`config.mk`:
```
export PLATFORM = sky130hd
export DESIGN_NAME = counter_seq_ctrl
export DESIGN_NICKNAME = d
export VERILOG_FILES = /design/src/rtl/counter_seq_ctrl.sv
export SDC_FILE = /design/constraint.sdc
export NUM_CORES = 1
export LEC_CHECK = 0
export CORE_ASPECT_RATIO = 0.7
export CORE_MARGIN = 2
export CORE_UTILIZATION = 40
export CTS_CLUSTER_SIZE = 25
export DETAILED_ROUTE_END_ITERATION = 7
export PLACE_DENSITY = 0.7
export SYNTH_ARGS = -nofsm -noshare
export SYNTH_HDL_FRONTEND = slang
export SYNTH_SLANG_ARGS = --single-unit
```
`constraint.sdc`:
```
create_clock -name clk -period 1.5 [get_ports clk]
set_clock_uncertainty 0.05 [all_clocks]
set_input_delay 0.3 -clock clk [delete_from_list [all_inputs] [get_ports clk]]
set_output_delay 0.3 -clock clk [all_outputs]
set_load 0.05 [all_outputs]
```
`src/rtl/counter_seq_ctrl.sv`:
```
// counter_seq_ctrl: start/stop sequencer that owns a loadable up-counter (one-shot or auto-reload)
//
// Optional feature macro: COUNTER_SEQ_PRESCALE_EN (adds the prescale port and a count-enable divider)
//
// Parameters:
//   WIDTH       counter, load and terminal value width
//   PRESCALE_W  prescaler width (only with COUNTER_SEQ_PRESCALE_EN)
// Ports:
//   clk       rising-edge clock
//   rst       asynchronous, active-low reset
//   start     start request, sampled only in IDLE
//   stop      abort, highest priority in LOAD/RUN
//   periodic  mode captured with start: 1=auto-reload, 0=one-shot
//   load_val  start value, captured with start
//   term_val  terminal value, captured with start
//   prescale  count-enable divider, captured with start (only with COUNTER_SEQ_PRESCALE_EN)
//   count     registered counter value
//   busy      high in LOAD and RUN
//   done      one-cycle registered pulse per terminal count
//   state     FSM state: 0=IDLE 1=LOAD 2=RUN 3=DONE
module counter_seq_ctrl #(
    parameter int WIDTH = 4
`ifdef COUNTER_SEQ_PRESCALE_EN
    , parameter int PRESCALE_W = 4
`endif
) (
    input  logic             clk,
    input  logic             rst,
    input  logic             start,
    input  logic             stop,
    input  logic             periodic,
    input  logic [WIDTH-1:0] load_val,
    input  logic [WIDTH-1:0] term_val,
`ifdef COUNTER_SEQ_PRESCALE_EN
    input  logic [PRESCALE_W-1:0] prescale,
`endif
    output logic [WIDTH-1:0] count,
    output logic             busy,
    output logic             done,
    output logic [1:0]       state
);
    typedef enum logic [1:0] {IDLE, LOAD, RUN, DONE} state_t;
    state_t st, st_nx;
    logic [WIDTH-1:0] load_r, term_r, cnt_nx;
    logic periodic_r, done_nx, en;
    logic capture;
    assign capture = (st == IDLE) && start;
`ifdef COUNTER_SEQ_PRESCALE_EN
    logic [PRESCALE_W-1:0] presc_r, psc;
    // Divider only runs in RUN; any other state (notably LOAD) restarts it at zero.
    assign en = (psc == presc_r);
    always_ff @(posedge clk or negedge rst)
        if (!rst) begin
            presc_r <= '0;
            psc     <= '0;
        end else begin
            if (capture) presc_r <= prescale;
            psc <= (st == RUN && !en) ? psc + 1'b1 : '0;
        end
`else
    assign en = 1'b1;
`endif
    assign busy  = (st == LOAD) || (st == RUN);
    assign state = st;
    always_comb begin
        st_nx   = st;
        cnt_nx  = count;
        done_nx = 1'b0;
        case (st)
            IDLE: st_nx = start ? LOAD : IDLE;
            LOAD: begin
                st_nx  = stop ? IDLE : RUN;
                cnt_nx = stop ? count : load_r;
            end
            RUN:
                if (stop) st_nx = IDLE;
                else if (en) begin
                    if (count == term_r) begin
                        done_nx = 1'b1;
                        cnt_nx  = periodic_r ? load_r : count;
                        st_nx   = periodic_r ? RUN : DONE;
                    end else
                        cnt_nx = count + 1'b1;
                end
            default: st_nx = IDLE;
        endcase
    end
    always_ff @(posedge clk or negedge rst)
        if (!rst) begin
            st         <= IDLE;
            count      <= '0;
            done       <= 1'b0;
            periodic_r <= 1'b0;
            load_r     <= '0;
            term_r     <= '0;
        end else begin
            st    <= st_nx;
            count <= cnt_nx;
            done  <= done_nx;
            if (capture) begin
                periodic_r <= periodic;
                load_r     <= load_val;
                term_r     <= term_val;
            end
        end
endmodule
```
* Word-level counts from Yosys, hierarchy flattened
Index checks and enable logic that the tools add are counted.
** Cells by class
- Add/subtract/negate cells :: 1
- Multiply operators :: 0
- Divide/modulo/power cells :: 0
- Order comparisons :: 0
- Eq/ne operators :: 7
- Shift operators :: 0
- Muxes and demuxes :: 14
- Bitwise operators :: 0
- Reduce and logical (&&, ||, !) cells :: 5
** Operator list (count)
- $mux 4 :: 4
- $pmux 4 s2 :: 1
- $mux 2 :: 3
- $pmux 2 s3 :: 1
- $mux 1 :: 5
- $add 4x1->4 const B :: 1
- $eq 4x4->1 :: 1
- $ne 2x2->1 const B :: 2
- $reduce_and 4->1 :: 1
- $ne 3x2->1 const B :: 1
- $ne 3x3->1 const B :: 1
- $eq 2x1->1 const B :: 1
- $eq 2x2->1 const B :: 1
- $logic_not 2->1 :: 1
- $reduce_bool 2->1 :: 1
- $logic_and 1x1->1 :: 1
- $logic_or 1x1->1 :: 1
** Storage, ports and cells
- Flip-flop bits (word level) :: 16
- Bits in latches :: 0
- RAM bits :: 0
- ROM bits :: 0
- Input port bits :: 13
- Output and inout bits :: 8
- Logic and storage cells :: 33
- Memories kept :: 0

* Depth between registers and ports, before layout
- Word-level depth :: 4
- Gate-level depth with buffers :: 6

* Least setup slack after synthesis
Ideal clock, no wire load.
- Kind :: reg-to-reg
- Start point :: register st[0], in the netlist state[0]
- End point :: register count[1]
- Library setup time :: 0.120 ns
- Arrival time :: 2.070 ns
- Required time :: 1.330 ns
- Slack :: -0.740 ns
- Cell stages (with the launch flop) :: 6
- Buffers on the path :: 0
- Period minus slack after synthesis :: 2.240 ns
- Cells stage by stage :: dfrtp_1 -> inv_1 -> ha_1 -> nand2_1 -> o32a_1 -> o211a_1
** Between the ends
- Longest elaborated chain between the ends :: 3
- Elaborated cells between the ends (all ways) :: 8
- Those cells by class :: 5 x eq/ne; 1 x mux; 2 x reduce/logical
** RTL lines
- start, declared :: RTL line 43 : state_t st, st_nx;
- start signal, assigned :: RTL line 97 : st <= st_nx;
- $eq 2x2->1 or $eq 2x1->1 (tied branches) :: RTL line 69 : case (st)
- $ne 3x3->1 (no source line), or another cell as far along
- $reduce_and 4->1 (no source line)
- end signal, assigned :: RTL line 98 : count <= cnt_nx;
- end, declared :: RTL line 37 : output logic [WIDTH-1:0] count,
Parallel ways exist; a longest one is shown, timed or not.
A chain may end at the register's enable or synchronous reset.

* Worst setup path in the final report
- Start point :: register st[1], in the netlist state[1]
- End point :: output port busy
** Between the ends
- Longest elaborated chain between the ends :: 2
- Elaborated cells between the ends (all ways) :: 3
- Those cells by class :: 2 x eq/ne; 1 x reduce/logical
** RTL lines
- $eq 2x1->1 or $eq 2x2->1 (tied branches) :: RTL line 63 : assign busy = (st == LOAD) || (st == RUN);
- $logic_or 1x1->1 * :: RTL line 63
- end, declared :: RTL line 38 : output logic busy,
Mark *: on every way between the ends. The rest lies on a longest branch, timed or not.

==> impl_metrics.toml <==
[critical_path]
startpoint_type = "flip-flop"
critical_path.endpoint_type = "output pin"
required_ns = 1.15
worst_path_largest_cell_delay_ns = 0.43
crit_path_cell_trace = "inv_2 -> ha_4 -> buf_6 -> buf_12"
critPathMaxFanout = 5
crit_family = "flip-flops"
crit_slowest_cell = "dfrtp_2"
crit_buf_inv = 3
arrival_ns = 1.34
criticalPathCategory = "flip-flop to output pin"

[route]
first_pass_iters = 4
drt-total-wl_mm = 2.642
detail_route.wl_per_cell_um = 16.01
vias = 868
drc = 0
vias_per_cell = 5.261
drt-initial-drc-count = 21
ant_nets = 0

[floorplan]
coreArea_um2 = 2172
die-area_um2 = 2735
die_w_um = 61.66
die_height_um = 44.36
start_util = 0.4286
placementRows = 14
ios = 21

[clocking]
tritoncts = "done"
cts_hold_buf = 0
root_buffer = "clkbuf_4"
clock_latency_ns = 0.29
cts_htree_levels = 1
cts_sinks = 16
numCtsBuffers = 3
cts.clk_slew.worst_paths_ns = 0.09
clockBufferDepth = 2

[timing]
fin_crit_sh = 1.125
fin_hold_ws_ns = 0.2589
clock.fmax_mhz = 592.8
min_period_ns = 1.687
finalHoldViolCount = 0
drv_slew = 0
rsz0062_at_grt = "true"
max_slew.worst_pin.slew_ns = 0.3105
worst_slack_ns = -0.1869
setup_viol = 5
tns_ns = -0.5507
slew_headroom = 0.7923

[placement]
placed_cell_area_um2 = 1445
globalplace.congestion = 0.8808
dp.cells = 158
hpwl_mm = 1.880
place.port_buffers = 20

[logic_synthesis]
synth.distinct_cells = 37
yosys_most_used_dff = "dfrtp_1"
synth_edf_count = 0
syn_inst = 85
synth-seq-cells = 16
synth_area_leader_cell = "dfrtp_1"
syn_area_um2 = 930.9
avgSynthCellArea_um2 = 10.95
ys_warn_count = 0
synth.area.top_cells = "dfrtp_1, mux2_2, ha_1"
yosysTopAreaCellShare = 0.4301
synth_fp_nets = 103
yosysSeqAreaShare = 0.4301
synth-async-reset-ratio = 1.000

[finish]
stdcell_count = 165
finalInstanceArea_um2 = 1625
drive_gt1_frac = 0.5564
antenna_cells = 0
layout.nets = 152
area_delta_synth_final_pct = 74.60
mostFrequentLayoutCells = "buf_4, clkdlybuf4s50_1, dfrtp_1"
mostFrequentLayoutCell = "buf_4"

[worst_hold_path]
hp-class = "input port to asynchronous set/reset pin"

[power]
power_density_nw_per_um2 = 2496
power.leakage_nw = 0.7014
ir_drop_uv = 1034

[grt]
grt_pass1_vias = 964
antenna_found_initial = 0
globalRouteOverflowTotal = 0
grt_max_degree = 17
grt_first_pass_wirelength_mm = 4.202
track_usage = 0.2122

[run_status]
violations = "setup timing"
status = "finished, violations left"

[run]
maxCapViolations = 0
-- registers in the layout, indices dropped and copies added, names as in the netlist --
signal,cells
load_r,4
done,1
count,4
state,2
periodic_r,1
term_r,4
-- final timing paths --
path	start	to	slack, ns	cells past startpoint
setup / recovery	state[1]$_DFFE_PN0P_	busy	-0.19	4
hold reg to reg	load_r[1]$_DFFE_PN0P_	load_r[1]$_DFFE_PN0P_	0.51	1
min in group clk	load_r[1]$_DFFE_PN0P_	load_r[1]$_DFFE_PN0P_	0.51	1
max in group asynchronous	rst	count[2]$_DFFE_PN0P_	0.94	2
setup reg to reg	state[0]$_DFFE_PN0P_	count[2]$_DFFE_PN0P_	-0.17	7
hold / removal	rst	state[1]$_DFFE_PN0P_	0.26	2
-- power by group --
part / switching [mW] / leakage, nW / internal (mW)
combinational: 1.34 / 0.494 / 1.54
sequential: 0.242 / 0.186 / 0.649
clock: 0.142 / 0.0210 / 0.148
-- cell type report --
| type | count | area [µm²] |
|---|---|---|
| Timing Repair Buffer | 46 | 501.7 |
| Sequential cell | 16 | 406.6 |
| Multi-Input combinational cell | 59 | 608.1 |
| Inverter | 8 | 32.53 |
| Clock buffer | 4 | 36.28 |
| Fill cell | 165 | 546.8 |
| Tap cell | 32 | 40.04 |
-- Yosys cell counts (2+ instances only) --
cell and instances:
a21oi_1 4, nor2_1 2, mux2_2 10, xnor2_1 4, nand2_1 4, a211oi_1 2
inv_1 8, nand4b_1 2, o21ai_0 2, ha_1 5, dfrtp_1 16
-- through the flow --
step | total power, mW | setup slack [ns] | util
finish | 4.057 | -0.1869 | 0.7483
global route | 4.301 | -0.2519 | 0.7483
CTS | 3.680 | -0.1734 | 0.6953
detailed placement | 3.303 | -0.2537 | 0.6653
global placement | 3.229 | -0.1662 | 0.6653
floorplan | 2.199 | -0.2361 | -
-- worst register-to-register path, cell delays in order (launching register included) --
cell and delay, ns:
dfrtp_2 0.42, inv_4 0.06, ha_4 0.19, buf_4 0.14
nand2b_1 0.09, nor3_1 0.07, a221o_1 0.32, a311oi_1 0.22
-- routing by layer --
metal,wire length [µm],GRT usage,vias up
met5,0,0,-
met4,12,0.03830,0
met3,76,0.05263,3
met2,1338,0.3621,14
met1,1214,0.2755,446
li1,-,-,405
-- cell families after synthesis --
| logic type | after synthesis | synth area share |
|---|---|---|
| xor+xnor | 5 | 0.05511 |
| flops | 16 | 0.4301 |
| simple gates | 17 | 0.1075 |
| fa+ha+maj | 5 | 0.06720 |
| compound gates | 21 | 0.1640 |
| mux | 11 | 0.1317 |
| buf+inv | 10 | 0.04436 |
-- timing repair --
action | in CTS | in global routing
gates resized for setup | 7 | 18
buffers inserted | 0 | 3
pin swaps | 1 | 4
setup endpoints to repair | 8 | 9
gates cloned | 0 | 0
(Power assumes the default switching activity.)
